[src/rtl/game_control_fsm.sv]
`default_nettype none
// ============================================================================
//  Module   : game_control_fsm
//  Purpose  : Per-frame sequencer for the game datapath. Steps through init,
//             frame pacing, move generation, collision check, action apply,
//             sprite/map drawing and the frame-buffer-to-VGA copy. One strobe
//             per phase, each done-gated phase guarded by a watchdog.
//  Revision : 1.0  initial release
// ============================================================================
module game_control_fsm #(
  parameter int unsigned INIT_CYCLES  = 4,
  parameter int unsigned APPLY_CYCLES = 2,
  parameter logic [19:0] TIMEOUT      = 20'hFFFFF,
  // Last frame_count value before it rolls over to zero.
  parameter logic [15:0] FRAME_WRAP   = 16'hFFFF
) (
  input  logic        clock_i,
  input  logic        reset_ni,
  input  logic        pause_i,
  input  logic        idle_done_i,
  input  logic        gen_move_done_i,
  input  logic        check_collide_done_i,
  input  logic        draw_map_done_i,
  input  logic        draw_link_done_i,
  input  logic        draw_enemies_done_i,
  input  logic        draw_vga_done_i,
  output logic        init_o,
  output logic        idle_o,
  output logic        gen_move_o,
  output logic        check_collide_o,
  output logic        apply_act_link_o,
  output logic        move_enemies_o,
  output logic        draw_map_o,
  output logic        draw_link_o,
  output logic        draw_enemies_o,
  output logic        draw_to_vga_o,
  output logic [15:0] frame_count_o,
  output logic        timeout_err_o,
  output logic [3:0]  err_state_o
);

  typedef enum logic [3:0] {
    S_INIT          = 4'd0,
    S_IDLE          = 4'd1,
    S_GEN_MOVE      = 4'd2,
    S_CHECK_COLLIDE = 4'd3,
    S_APPLY_LINK    = 4'd4,
    S_MOVE_ENEMIES  = 4'd5,
    S_DRAW_MAP      = 4'd6,
    S_DRAW_LINK     = 4'd7,
    S_DRAW_ENEMIES  = 4'd8,
    S_DRAW_VGA      = 4'd9
  } state_e;

  localparam logic [19:0] INIT_LAST    = 20'(INIT_CYCLES - 1);
  localparam logic [19:0] APPLY_LAST   = 20'(APPLY_CYCLES - 1);
  localparam logic [19:0] TIMEOUT_LAST = TIMEOUT - 20'd1;

  state_e      state_q, state_d;
  logic [19:0] dwell_q, dwell_d;
  logic [15:0] frame_q, frame_d;
  logic        terr_q, terr_d;
  logic [3:0]  errst_q, errst_d;

  // Per-state helpers for the shared done/watchdog handling.
  logic        gated_w;
  logic        done_w;
  state_e      gated_next_w;

  // State, dwell counter, frame counter and sticky error registers.
  always_ff @(posedge clock_i or negedge reset_ni) begin
    if (!reset_ni) begin
      state_q <= S_INIT;
      dwell_q <= '0;
      frame_q <= '0;
      terr_q  <= 1'b0;
      errst_q <= '0;
    end else begin
      state_q <= state_d;
      dwell_q <= dwell_d;
      frame_q <= frame_d;
      terr_q  <= terr_d;
      errst_q <= errst_d;
    end
  end

  // Next-state, watchdog and frame-count logic.
  always_comb begin
    state_d      = state_q;
    frame_d      = frame_q;
    terr_d       = terr_q;
    errst_d      = errst_q;
    gated_w      = 1'b0;
    done_w       = 1'b0;
    gated_next_w = S_IDLE;

    case (state_q)
      S_INIT: begin
        if (dwell_q == INIT_LAST) state_d = S_IDLE;
      end
      S_IDLE: begin
        // Pause has priority so the game freezes on a frame boundary.
        if (idle_done_i && !pause_i) state_d = S_GEN_MOVE;
      end
      S_GEN_MOVE: begin
        gated_w      = 1'b1;
        done_w       = gen_move_done_i;
        gated_next_w = S_CHECK_COLLIDE;
      end
      S_CHECK_COLLIDE: begin
        gated_w      = 1'b1;
        done_w       = check_collide_done_i;
        gated_next_w = S_APPLY_LINK;
      end
      S_APPLY_LINK: begin
        if (dwell_q == APPLY_LAST) state_d = S_MOVE_ENEMIES;
      end
      S_MOVE_ENEMIES: begin
        if (dwell_q == APPLY_LAST) state_d = S_DRAW_MAP;
      end
      S_DRAW_MAP: begin
        gated_w      = 1'b1;
        done_w       = draw_map_done_i;
        gated_next_w = S_DRAW_LINK;
      end
      S_DRAW_LINK: begin
        gated_w      = 1'b1;
        done_w       = draw_link_done_i;
        gated_next_w = S_DRAW_ENEMIES;
      end
      S_DRAW_ENEMIES: begin
        gated_w      = 1'b1;
        done_w       = draw_enemies_done_i;
        gated_next_w = S_DRAW_VGA;
      end
      S_DRAW_VGA: begin
        gated_w      = 1'b1;
        done_w       = draw_vga_done_i;
        gated_next_w = S_IDLE;
      end
      default: begin
        // Unused encodings recover through a full init.
        state_d = S_INIT;
      end
    endcase

    // Done beats the watchdog when both land on the same cycle; a timeout
    // drops the frame without touching frame_count.
    if (gated_w) begin
      if (done_w) begin
        state_d = gated_next_w;
        if (state_q == S_DRAW_VGA) begin
          frame_d = (frame_q == FRAME_WRAP) ? 16'd0 : frame_q + 16'd1;
        end
      end else if (dwell_q == TIMEOUT_LAST) begin
        state_d = S_IDLE;
        terr_d  = 1'b1;
        errst_d = state_q;
      end
    end

    dwell_d = (state_d != state_q) ? 20'd0 : dwell_q + 20'd1;
  end

  // Moore strobe decode: exactly one phase strobe follows the state register.
  always_comb begin
    init_o           = 1'b0;
    idle_o           = 1'b0;
    gen_move_o       = 1'b0;
    check_collide_o  = 1'b0;
    apply_act_link_o = 1'b0;
    move_enemies_o   = 1'b0;
    draw_map_o       = 1'b0;
    draw_link_o      = 1'b0;
    draw_enemies_o   = 1'b0;
    draw_to_vga_o    = 1'b0;
    case (state_q)
      S_INIT:          init_o           = 1'b1;
      S_IDLE:          idle_o           = 1'b1;
      S_GEN_MOVE:      gen_move_o       = 1'b1;
      S_CHECK_COLLIDE: check_collide_o  = 1'b1;
      S_APPLY_LINK:    apply_act_link_o = 1'b1;
      S_MOVE_ENEMIES:  move_enemies_o   = 1'b1;
      S_DRAW_MAP:      draw_map_o       = 1'b1;
      S_DRAW_LINK:     draw_link_o      = 1'b1;
      S_DRAW_ENEMIES:  draw_enemies_o   = 1'b1;
      S_DRAW_VGA:      draw_to_vga_o    = 1'b1;
      default:         init_o           = 1'b1;
    endcase
  end

  assign frame_count_o = frame_q;
  assign timeout_err_o = terr_q;
  assign err_state_o   = errst_q;

endmodule
`default_nettype wire

[config.mk]
export PLATFORM = sky130hd
export DESIGN_NAME = game_control_fsm
export DESIGN_NICKNAME = d
export VERILOG_FILES = /design/src/rtl/game_control_fsm.sv
export SDC_FILE = /design/constraint.sdc
export NUM_CORES = 1
export LEC_CHECK = 0
export ABC_AREA = 0
export CAP_MARGIN = 25
export CORE_ASPECT_RATIO = 1.75
export CORE_UTILIZATION = 44
export CTS_BUF_LIST = sky130_fd_sc_hd__clkbuf_16
export CTS_CLUSTER_SIZE = 10
export DETAILED_ROUTE_END_ITERATION = 7
export PLACE_DENSITY = 0.79
export SYNTH_ARGS = -nofsm -noshare
export SYNTH_HDL_FRONTEND = slang
export SYNTH_SLANG_ARGS = --single-unit
[constraint.sdc]
create_clock -name clock_i -period 6.1 [get_ports clock_i]
set_input_delay 1.83 -clock clock_i [delete_from_list [all_inputs] [get_ports clock_i]]
set_output_delay 1.83 -clock clock_i [all_outputs]
set_load 0.05 [all_outputs]
# After elaboration in Yosys (flattened, before gate mapping)
# Cells that the tools add are included.
[op_classes]
reduce_logical = 7
addsub = 2
n_eq_ne = 14
n_mux = 23
bitwise_logic = 1
[ops]
columns = ["cell", "n"]
rows = [
  ["$pmux W4 S5", 2],
  ["$mux W4", 7],
  ["$add A20 B1 Y20 const B", 1],
  ["$eq A20 B1 Y1 const B", 1],
  ["$eq A20 B2 Y1 const B", 1],
  ["$eq A20 B20 Y1 const B", 1],
  ["$mux W20", 1],
  ["$add A16 B1 Y16 const B", 1],
  ["$eq A16 B16 Y1 const B", 1],
  ["$eq A4 B3 Y1 const B", 4],
  ["$mux W16", 1],
  ["$mux W1", 11],
  ["$reduce_or A9 Y1", 1],
  ["$eq A4 B2 Y1 const B", 2],
  ["$eq A4 B4 Y1 const B", 2],
  ["$pmux W1 S6", 1],
  ["$reduce_and A3 Y1", 2],
  ["$reduce_or A6 Y1", 1],
  ["$eq A4 B1 Y1 const B", 1],
  ["$logic_not A4 Y1", 1],
  ["$ne A4 B4 Y1", 1],
  ["$logic_and A1 B1 Y1", 1],
  ["$logic_not A1 Y1", 1],
  ["$not A1 Y1", 1],
]
[word_totals]
word_cells = 52
input_bits = 10
reg_bits = 45
out_inout_bits = 31

# Depth between registers and ports, before layout
# Gate-level depths: netlist of run 1.
[logic_depth]
ltp_word = 9
mapped_depth = 9
depth_no_buf = 8

# Worst setup path before layout of run 1
# Ideal clock, no wire load.
[synth_timing]
path_type = "flip-flop to output port"
start = "register state_q[3]"
end = "output port init_o"
t_arrival_ns = 2.390
n_path_buf = 2
t_required_ns = 4.270
path_slack_ns = 1.880
path_stages_with_launch = 4
path_cell_list = "dfrtp_1 > clkbuf_1 > clkbuf_1 > o41ai_1"
[synth_between]
elab_chain_len = 3
word_cells_on_any_way = 11
cone_classes = "eq/ne: 9; mux: 1; reduce/logical: 1"
[synth_lines]
columns = ["item", "line_no", "rtl"]
rows = [
  ["start, declared", "59", "state_e state_q, state_d;"],
  ["start signal, assigned", "79", "state_q <= state_d;"],
  ["$eq A4 B4 Y1, or another cell as far along", "177", "case (state_q)"],
  ["$reduce_or A9 Y1 (no source line) *", "n/a", ""],
  ["$mux W1 *", "177", ""],
  ["end, declared", "27", "output logic init_o,"],
]
# Every way passes the cells marked *; elsewhere a longest branch is shown, timed or not.

# Final worst setup path of run 1
[layout_timing]
start = "register state_q[3]"
end = "output port move_enemies_o"
[layout_between]
elab_chain_len = 2
[layout_lines]
columns = ["item", "line_no", "rtl"]
rows = [
  ["$eq A4 B3 Y1", "177", ""],
  ["$mux W1", "177", ""],
  ["end, declared", "32", "output logic move_enemies_o,"],
]
# Every way passes these cells.

==> reports/results.tsv, run 1 <==
metric	value	unit
run_status	complete, no violations	
min_path_type	reg2reg	
highest_net_fanout_along_the_worst_path	18	
initial_utilization	46.07	%
reg2reg_from	state_q[0]	
min_from	timeout_err_o	
layout-drive-gt1-share	6.061	%
area.growth.synth_to_final	24.60	%
floorplan.die_area	5861	sq um
cts_hold_buffers	0	
layout.cells.most_common_list	dfrtp_1, clkdlybuf4s50_1, nor2_1	
report.power.total	1.009	mW
startpoint_type	register	
dpl.hpwl	3794	microns
antenna_cells_inserted	0	
cap_violations	0	
ctsHtreeMaxLevel	2	
cp.required	4.27	ns
numCtsBuffers	5	
final_clock_period_utilization_by_the_worst_path	72.33	%
syn_nets	272	
yosysWarningCount	0	
pins_over_their_slew_limit	0	
unrepaired_setup_endpoints_after_global_routing	no	
fin_tns_setup	0	ns
reg2regPathDepth	6	
final_routed_wirelength_across_all_metal_layers	5285	microns
cts_sinks	45	
dr_total_vias	2062	
synth_top_cell_area_share	46.13	%
num_io_pins	41	
cts_tree	done	
die_w	58.31	microns
detail_route.drc_violations	0	
timing.critical_path.arrival	2.58	ns
reg2reg_slack	3.12	ns
postLayoutCoreUtil	57.40	%
clock_path_buffers	2	
layout.cells.most_common	dfrtp_1	
syn_inst	258	
postSynthRegisterBits	45	
drtPass1Iterations	4	
routed_via_density	5.558	
clock-skew-final	0.005585	ns
worst_flop_to_flop_path_endpoint	dwell_q[2]	
routedWlPerCell	14.25	microns
fmax	226.7	MHz
ant_nets	0	
placement_row_count	35	
hold_slack	0.4636	ns
clk_pin_slew	0.06	ns
critPathLaunch	state_q[3]	
report.final.hold_viol_count	0	
grt_remaining_overflow	0	
numPortBuffers	40	
netlist_area	2441	sq um
nets	310	
cts_resizes	0	
yosys.area.top_type	dfrtp_1	
maxSlewHeadroom	39.61	%
static_leakage	1.298	nW
vdd_drop_max	0.1853	mV
yosysUniqueCellTypes	43	
yosys_most_used_dff	dfrtp_1	
setup_viol_count_final	0	
synth.yosys.seq_area_share	46.13	%
worst-slew-pin-transition	0.8976	ns
grt_first_pass_wirelength	9232	microns
die_height	100.5	microns
setup.worst_path.end_class	output pin	
insertion_delay	0.29	ns
place_congestion	0.8284	
worst_setup_path_endpoint	move_enemies_o	
timing.final.crit_period	4.412	ns
synth-edff-count	0	
critical_path_class	reg2out	
post-cts-setup-buffers	0	
initialDrtViolationCount	97	
core	5299	sq um
groute.usage.overall	20.21	%
power_density_relative_to_cell_area	331.8	nW/um^2
synth.avg_cell_area	9.462	sq um
cts-root-buf	clkbuf_16	
first_global_vias	2040	
initial_antenna_violation_count	0	
synth_async_sr_flop_share	100.0	%
netlist_top_cells_area	dfrtp_1, xor2_1, nor2_1	
grt_start_max_net_pins	46	
[worst min-delay path by stage]
| stage | cells after the start | end | slack [ns] |
|---|---|---|---|
| global route | 1 | timeout_err_o | 0.50 |
| finish | 1 | timeout_err_o | 0.46 |
| detailed placement | 1 | timeout_err_o | 0.45 |
| global placement | 1 | timeout_err_o | 0.45 |
| floorplan | 1 | dwell_q[0] | 0.50 |
| CTS | 1 | timeout_err_o | 0.47 |
[sequential cells by signal, indices dropped and copies added (netlist names)]
| name | count |
|---|---|
| dwell_q | 20 |
| frame_count_o | 16 |
| err_state_o | 4 |
| state_q | 4 |
| timeout_err_o | 1 |
[cell families after synthesis]
kind of cell	synth area share, %
flops	46.13
mux	4.049
fa+ha+maj	2.050
xor+xnor	10.76
compound gates	7.996
buf+inv	2.973
simple gates	26.04
[area by class of cell]
class	instances	area [sq um]
flip-flops and latches	45	1126
repair buffers	41	415.4
multi-input cells	198	1242
well taps	74	92.59
clock buffers	5	125.1
inverters	5	18.77
fillers	460	2257
clock inverters	3	21.27
[cell usage after synthesis (all sizes together) (2+ instances only)]
cell type,n
a21o,2
a21oi,4
a31oi,2
and2,2
and3,3
and4,4
buf,3
clkbuf,7
dfrtp,45
ha,4
inv,5
mux2,5
mux2i,2
nand2,25
nand2b,6
nand3,15
nand4,11
nor2,38
nor3,9
nor3b,3
nor4,6
o21ai,9
xnor2,13
xor2,17
[routing by layer]
| metal | track usage (%) | routed length (microns) | vias to the layer above | share of wire, % |
|---|---|---|---|---|
| met2 | 36.16 | 2922 | 36 | 55 |
| met1 | 23.58 | 2136 | 1035 | 40 |
| met4 | 8.242 | 94 | 0 | 1.8 |
| met5 | 0 | 0 | - | 0 |
| met3 | 2.953 | 132 | 10 | 2.5 |
| li1 | - | - | 981 | - |
[worst max-delay path: stages, from the launching register on]
cell and delay, ns:
dfrtp_1 0.59, nand2b_1 0.30, nor3b_1 0.50, clkdlybuf4s50_1 0.91
[stage by stage]
step	worst slack (ns)	cells	cell area, sq um
4_1_cts	1.682	370	3022
5_1_grt	1.539	371	3042
3_5_place_dp	1.662	362	2875
3_3_place_gp	1.740	362	2875
2_1_floorplan	1.880	258	2441
6_report	1.688	371	3042
[power by group]
part	internal [mW]	leakage [nW]	total, mW	switching, mW
Clock	0.152	0.0702	0.266	0.114
Combinational	0.137	0.613	0.357	0.220
Sequential	0.321	0.615	0.386	0.0647
Total	0.610	1.30	1.01	0.399
(Power assumes the default switching activity.)
==> run 2, diff against run 1 <==
clock period = 4.34 ns   (was 6.1 ns; I/O delays follow)
==> run 2 against run 1 <==
Compared with the run above: via count down 0.82%; critical path depth decreased by 1; utilization rose by 0.66 points; cell count is 0.54% higher; clock skew is 0.0023 ns higher; die area unchanged; sequential power up 35%; critical path type unchanged; critical endpoint unchanged.
==> reports/results.tsv, run 2 (synthesis gave the netlist of run 1 again) <==
metric	value	unit
largest_register	dwell_q	
final_clock_period_utilization_by_the_worst_path	87.13	%
post-cts-setup-buffers	0	
drtPass1Iterations	7	
grt_remaining_overflow	0	
final_routed_wirelength_across_all_metal_layers	5416	microns
first_global_vias	2073	
core	5299	sq um
fin_tns_setup	0	ns
critical_path_cell_by_cell	nor3b_1, clkdlybuf4s50_1	
dpl.hpwl	3895	microns
setup.worst_path.end_class	output pin	
run_status	complete, no violations	
floorplan.die_area	5861	sq um
report.final.hold_viol_count	0	
ctsHtreeMaxLevel	2	
layout.cells.most_common_list	dfrtp_1, clkdlybuf4s50_1, nor2_1	
cts_resizes	0	
crit_path_max_incr_delay	0.92	ns
grt_start_max_net_pins	46	
fmax	264.4	MHz
cp.required	3.04	ns
startpoint_type	register	
die_w	58.31	microns
routedWlPerCell	14.52	microns
min_path_type	reg2reg	
grt_first_pass_wirelength	9211	microns
cts-root-buf	clkbuf_16	
cts_sinks	45	
clk_pin_slew	0.06	ns
final_cell_area	3077	sq um
area.growth.synth_to_final	26.04	%
placement_row_count	35	
insertion_delay	0.29	ns
setup_viol_count_final	0	
power_density_relative_to_cell_area	479.0	nW/um^2
layout.cells.most_common	dfrtp_1	
die_height	100.5	microns
numPortBuffers	40	
numCtsBuffers	5	
initialDrtViolationCount	85	
groute.usage.overall	20.42	%
dr_total_vias	2045	
cap_violations	0	
maxSlewHeadroom	37.35	%
timing.final.crit_period	3.781	ns
critical_path_class	reg2out	
largest_register_ffs	20	
reg2regPathDepth	6	
ant_nets	0	
cts_tree	done	
cts_hold_buffers	0	
routed_via_density	5.483	
highest_net_fanout_along_the_worst_path	19	
pins_over_their_slew_limit	0	
unrepaired_setup_endpoints_after_global_routing	no	
layout-drive-gt1-share	6.355	%
nets	312	
clock_path_buffers	2	
detail_route.drc_violations	0	
antenna_cells_inserted	0	
slowest_stage	clkdlybuf4s50_1	
static_leakage	1.316	nW
place_congestion	0.8218	
num_io_pins	41	
placed_cell_area	2890	sq um
vdd_drop_max	0.3477	mV
clock-skew-final	0.007872	ns
hold_path_depth	1	
worst-slew-pin-transition	0.9312	ns
initial_utilization	46.07	%
initial_antenna_violation_count	0	
timing.critical_path.arrival	2.48	ns
==> run 2: per-layer routing <==
layer | routed length, microns | vias up | track usage, %
li1 | - | 990 | -
met1 | 2080 | 997 | 22.41
met2 | 3092 | 48 | 36.52
met3 | 134 | 10 | 3.723
met4 | 109 | 0 | 10.44
met5 | 0 | - | 0
==> run 2: stage by stage <==
| stage | hold WS [ns] | total power [mW] | utilization, % | setup WS (ns) | std cells |
|---|---|---|---|---|---|
| floorplan | 0.5040 | 0.9292 | - | 0.6484 | 258 |
| global placement | 0.4493 | 1.050 | 54.55 | 0.5063 | 364 |
| detailed placement | 0.4542 | 1.061 | 54.55 | 0.3732 | 364 |
| CTS | 0.4695 | 1.489 | 57.69 | 0.5567 | 372 |
| global route | 0.4972 | 1.556 | 58.06 | 0.4798 | 373 |
| finish | 0.4680 | 1.474 | 58.06 | 0.5585 | 373 |
==> run 2: final cells by class <==
type	count	area [sq um]
Multi-Input combinational cell	198	1242
Clock inverter	3	41.29
Clock buffer	5	125.1
Tap cell	74	92.59
Sequential cell	45	1126
Fill cell	470	2222
Inverter	5	18.77
Timing Repair Buffer	43	430.4
==> run 2: worst max-delay path: cells and delay by family (launching register included) <==
family	cells	cell delay [ns]
flip-flops	1	0.69
buffers and inverters	1	0.92
AND/OR/NAND/NOR	1	0.58
==> run 2: worst paths after layout <==
kind	end	start	slack, ns
min	timeout_err_o	timeout_err_o	0.47
max	move_enemies_o	state_q[0]	0.56
max reg2reg	dwell_q[1]	state_q[0]	1.35
min in group asynchronous	err_state_o[0]	reset_ni	0.85
min reg2reg	timeout_err_o	timeout_err_o	0.47
max in group asynchronous	dwell_q[15]	reset_ni	3.05
==> run 2: power breakdown <==
group          internal [mW]  switching, mW  total [mW]
registers              0.452         0.0695       0.521
clock network          0.269          0.153       0.422
logic                  0.198          0.332       0.530
==> patch, RTL diff (settings of run 1) <==
Put a register stage on the output `draw_map_o`, with the module's reset. The value now appears one clock later. The other outputs are not delayed to match.
--- a/src/rtl/game_control_fsm.sv
+++ b/src/rtl/game_control_fsm.sv
@@ -56,6 +56,8 @@
   localparam logic [19:0] APPLY_LAST   = 20'(APPLY_CYCLES - 1);
   localparam logic [19:0] TIMEOUT_LAST = TIMEOUT - 20'd1;
 
+  logic draw_map_d;
+
   state_e      state_q, state_d;
   logic [19:0] dwell_q, dwell_d;
   logic [15:0] frame_q, frame_d;
@@ -170,7 +172,7 @@
     check_collide_o  = 1'b0;
     apply_act_link_o = 1'b0;
     move_enemies_o   = 1'b0;
-    draw_map_o       = 1'b0;
+    draw_map_d       = 1'b0;
     draw_link_o      = 1'b0;
     draw_enemies_o   = 1'b0;
     draw_to_vga_o    = 1'b0;
@@ -181,7 +183,7 @@
       S_CHECK_COLLIDE: check_collide_o  = 1'b1;
       S_APPLY_LINK:    apply_act_link_o = 1'b1;
       S_MOVE_ENEMIES:  move_enemies_o   = 1'b1;
-      S_DRAW_MAP:      draw_map_o       = 1'b1;
+      S_DRAW_MAP:      draw_map_d       = 1'b1;
       S_DRAW_LINK:     draw_link_o      = 1'b1;
       S_DRAW_ENEMIES:  draw_enemies_o   = 1'b1;
       S_DRAW_VGA:      draw_to_vga_o    = 1'b1;
@@ -193,6 +195,14 @@
   assign timeout_err_o = terr_q;
   assign err_state_o   = errst_q;
 
+  always_ff @(posedge clock_i or negedge reset_ni) begin
+    if (!reset_ni) begin
+      draw_map_o <= '0;
+    end else begin
+      draw_map_o <= draw_map_d;
+    end
+  end
+
 endmodule
 `default_nettype wire
 
Function: no difference found for any inputs over 10 cycles, from zero or initial values and one cycle with reset_ni low; that may be too few to reach the edited logic, so the function may still have changed.
==> patch against run 1 <==
  * Register-to-register slack better by 0.32 ns
  * Die area is 13% higher
  * Synthesized cell count is 5.0% higher
  * Worst setup slack better by 0.11 ns
  * Combinational power is 22% higher
  * Synthesized area is 14% higher
  * Total power is 10% higher
  * Core utilization is 1.4 points lower
  * Routed wire length is 14% higher
  * Clock skew hardly changed
  * Final area is 9.9% higher
  * Count of clock-buffer cells in the layout stayed put
  * Sequential cell count is 1 higher
  * Critical path type unchanged
  * Critical endpoint is now apply_act_link_o
==> patch: results (changes against run 1) <==
stage;metric;value;unit;change
clocking;path_clk_slew;0.06;ns;about the same
timing;slew_headroom;0.5367;;was 0.3961
clocking;root_buffer;clkbuf_16;;unchanged
logic_synthesis;synth_cell_types;55;;was 43
global_route;overflow;0;;unchanged
logic_synthesis;synthTopCellsByCount;46 x dfrtp_1, 26 x nand2_1, 21 x nor3_2;;was 45 x dfrtp_1, 38 x nor2_1, 25 x nand2_1
clocking;cts.repair.resized;0;;unchanged
layout;final_layout_size_suffix_gt1_frac;0.1753;;was 0.06061
logic_synthesis;synth_compound_area_frac;0.08755;;was 0.07996
route;first_pass_iters;4;;unchanged
setup_path;worstRegToRegCells;7;;was 6
clocking;cts_htree_levels;2;;unchanged
global_route;grt_use_met3;0.03136;;was 0.02953
route;drt-met1-wl;2384;um;was 2136 um
route;wl_per_cell;15.63;um;was 14.25 um
layout;nFillCells;498;;was 460
logic_synthesis;synth-xor-area-share;0.09161;;was 0.1076
setup_path;cp_slowest_cell;clkdlybuf4s50_1;;unchanged
place;dp_hpwl;4288;um;was 3794 um
timing;skew;0.005220;ns;was 0.005585 ns
global_route;use_met1;0.2308;;was 0.2358
logic_synthesis;ys_warn_count;0;;unchanged
route;vias;2203;;was 2062
global_route;grt_max_degree;47;;was 46
power_and_ir_drop;p_leak;1.373;nW;was 1.298 nW
power_and_ir_drop;sequentialPower;0.000374;W;was 0.000386 W
global_route;grt_pass1_wl;10180;um;was 9232 um
hold_path;hold_depth;1;;unchanged
route;top_layer;met4;;unchanged
place;portBuffers;40;;unchanged
global_route;antenna_found_initial;0;;unchanged
logic_synthesis;synth_area_leaders;dfrtp_1 42%, nor3_2 7.6%, xor2_1 5.1%;;was dfrtp_1 46%, xor2_1 6.1%, nor2_1 5.8%
clocking;cts_buffer_depth;2;;unchanged
outcome;status;finished, final reports clean;;unchanged
power_and_ir_drop;p_int;0.0006643;W;was 0.0006102 W
logic_synthesis;synth-async-reset-ratio;1.000;;unchanged
logic_synthesis;seq_area_frac_synth;0.4152;;was 0.4613
place;dpl_cell_area;3157;um^2;was 2875 um^2
setup_path;cp.arrival;2.47;ns;was 2.58 ns
route;drt_iter0_drc;188;;was 97
power_and_ir_drop;finalPower;0.001114;W;was 0.001009 W
layout;nets;321;;was 310
logic_synthesis;syn-num-nets;285;;was 272
clocking;clkLatencyLatePin;0.28;ns;
route;dr_wl_met2;3352;um;was 2922 um
logic_synthesis;synth_fa_ha_area_frac;0.01805;;was 0.02050
logic_synthesis;synth_top_area_frac;0.4152;;was 0.4613
route;wl_met3;138;um;was 132 um
place;gp_routability_congestion;0.8497;;was 0.8284
setup_path;cp_top_family;buffers and inverters;;unchanged
timing;max_freq;0.2324;GHz;was 0.2267 GHz
power_and_ir_drop;comb-power;0.000437;W;was 0.000357 W
logic_synthesis;synthMuxAreaShare;0.02031;;was 0.04049
setup_path;path_max_fanout;16;;was 18
power_and_ir_drop;max-vdd-ir-drop;0.0002686;V;was 0.0001853 V
global_route;grtUsageMet2;0.3587;;was 0.3616
global_route;groute.usage.overall;0.2056;;was 0.2021
==> patch: metrics by stage <==
step	std cells	worst slack, ns
2_1_floorplan	271	1.991
3_3_place_gp	377	2.181
3_5_place_dp	377	2.136
4_1_cts	385	1.827
5_1_grt	386	1.695
6_report	386	1.797
==> patch: cell type report <==
class | instances | area [um^2] | area share
well taps | 78 | 97.59 | 0.02919
multi-input cells | 204 | 1471 | 0.4401
inverters | 7 | 26.28 | 0.007859
flip-flops and latches | 46 | 1151 | 0.3443
repair buffers | 43 | 430.4 | 0.1287
clock inverters | 3 | 41.29 | 0.01235
clock buffers | 5 | 125.1 | 0.03743
==> patch: final timing paths <==
kind	slack (ns)	to	from
worst max-delay path	1.80	apply_act_link_o	state_q[2]
worst min register to register	0.48	timeout_err_o	timeout_err_o
min in group asynchronous	1.36	draw_map_o	reset_ni
worst max register to register	3.44	dwell_q[16]	dwell_q[12]
max in group asynchronous	4.29	dwell_q[9]	reset_ni
worst min-delay path	0.48	timeout_err_o	timeout_err_o
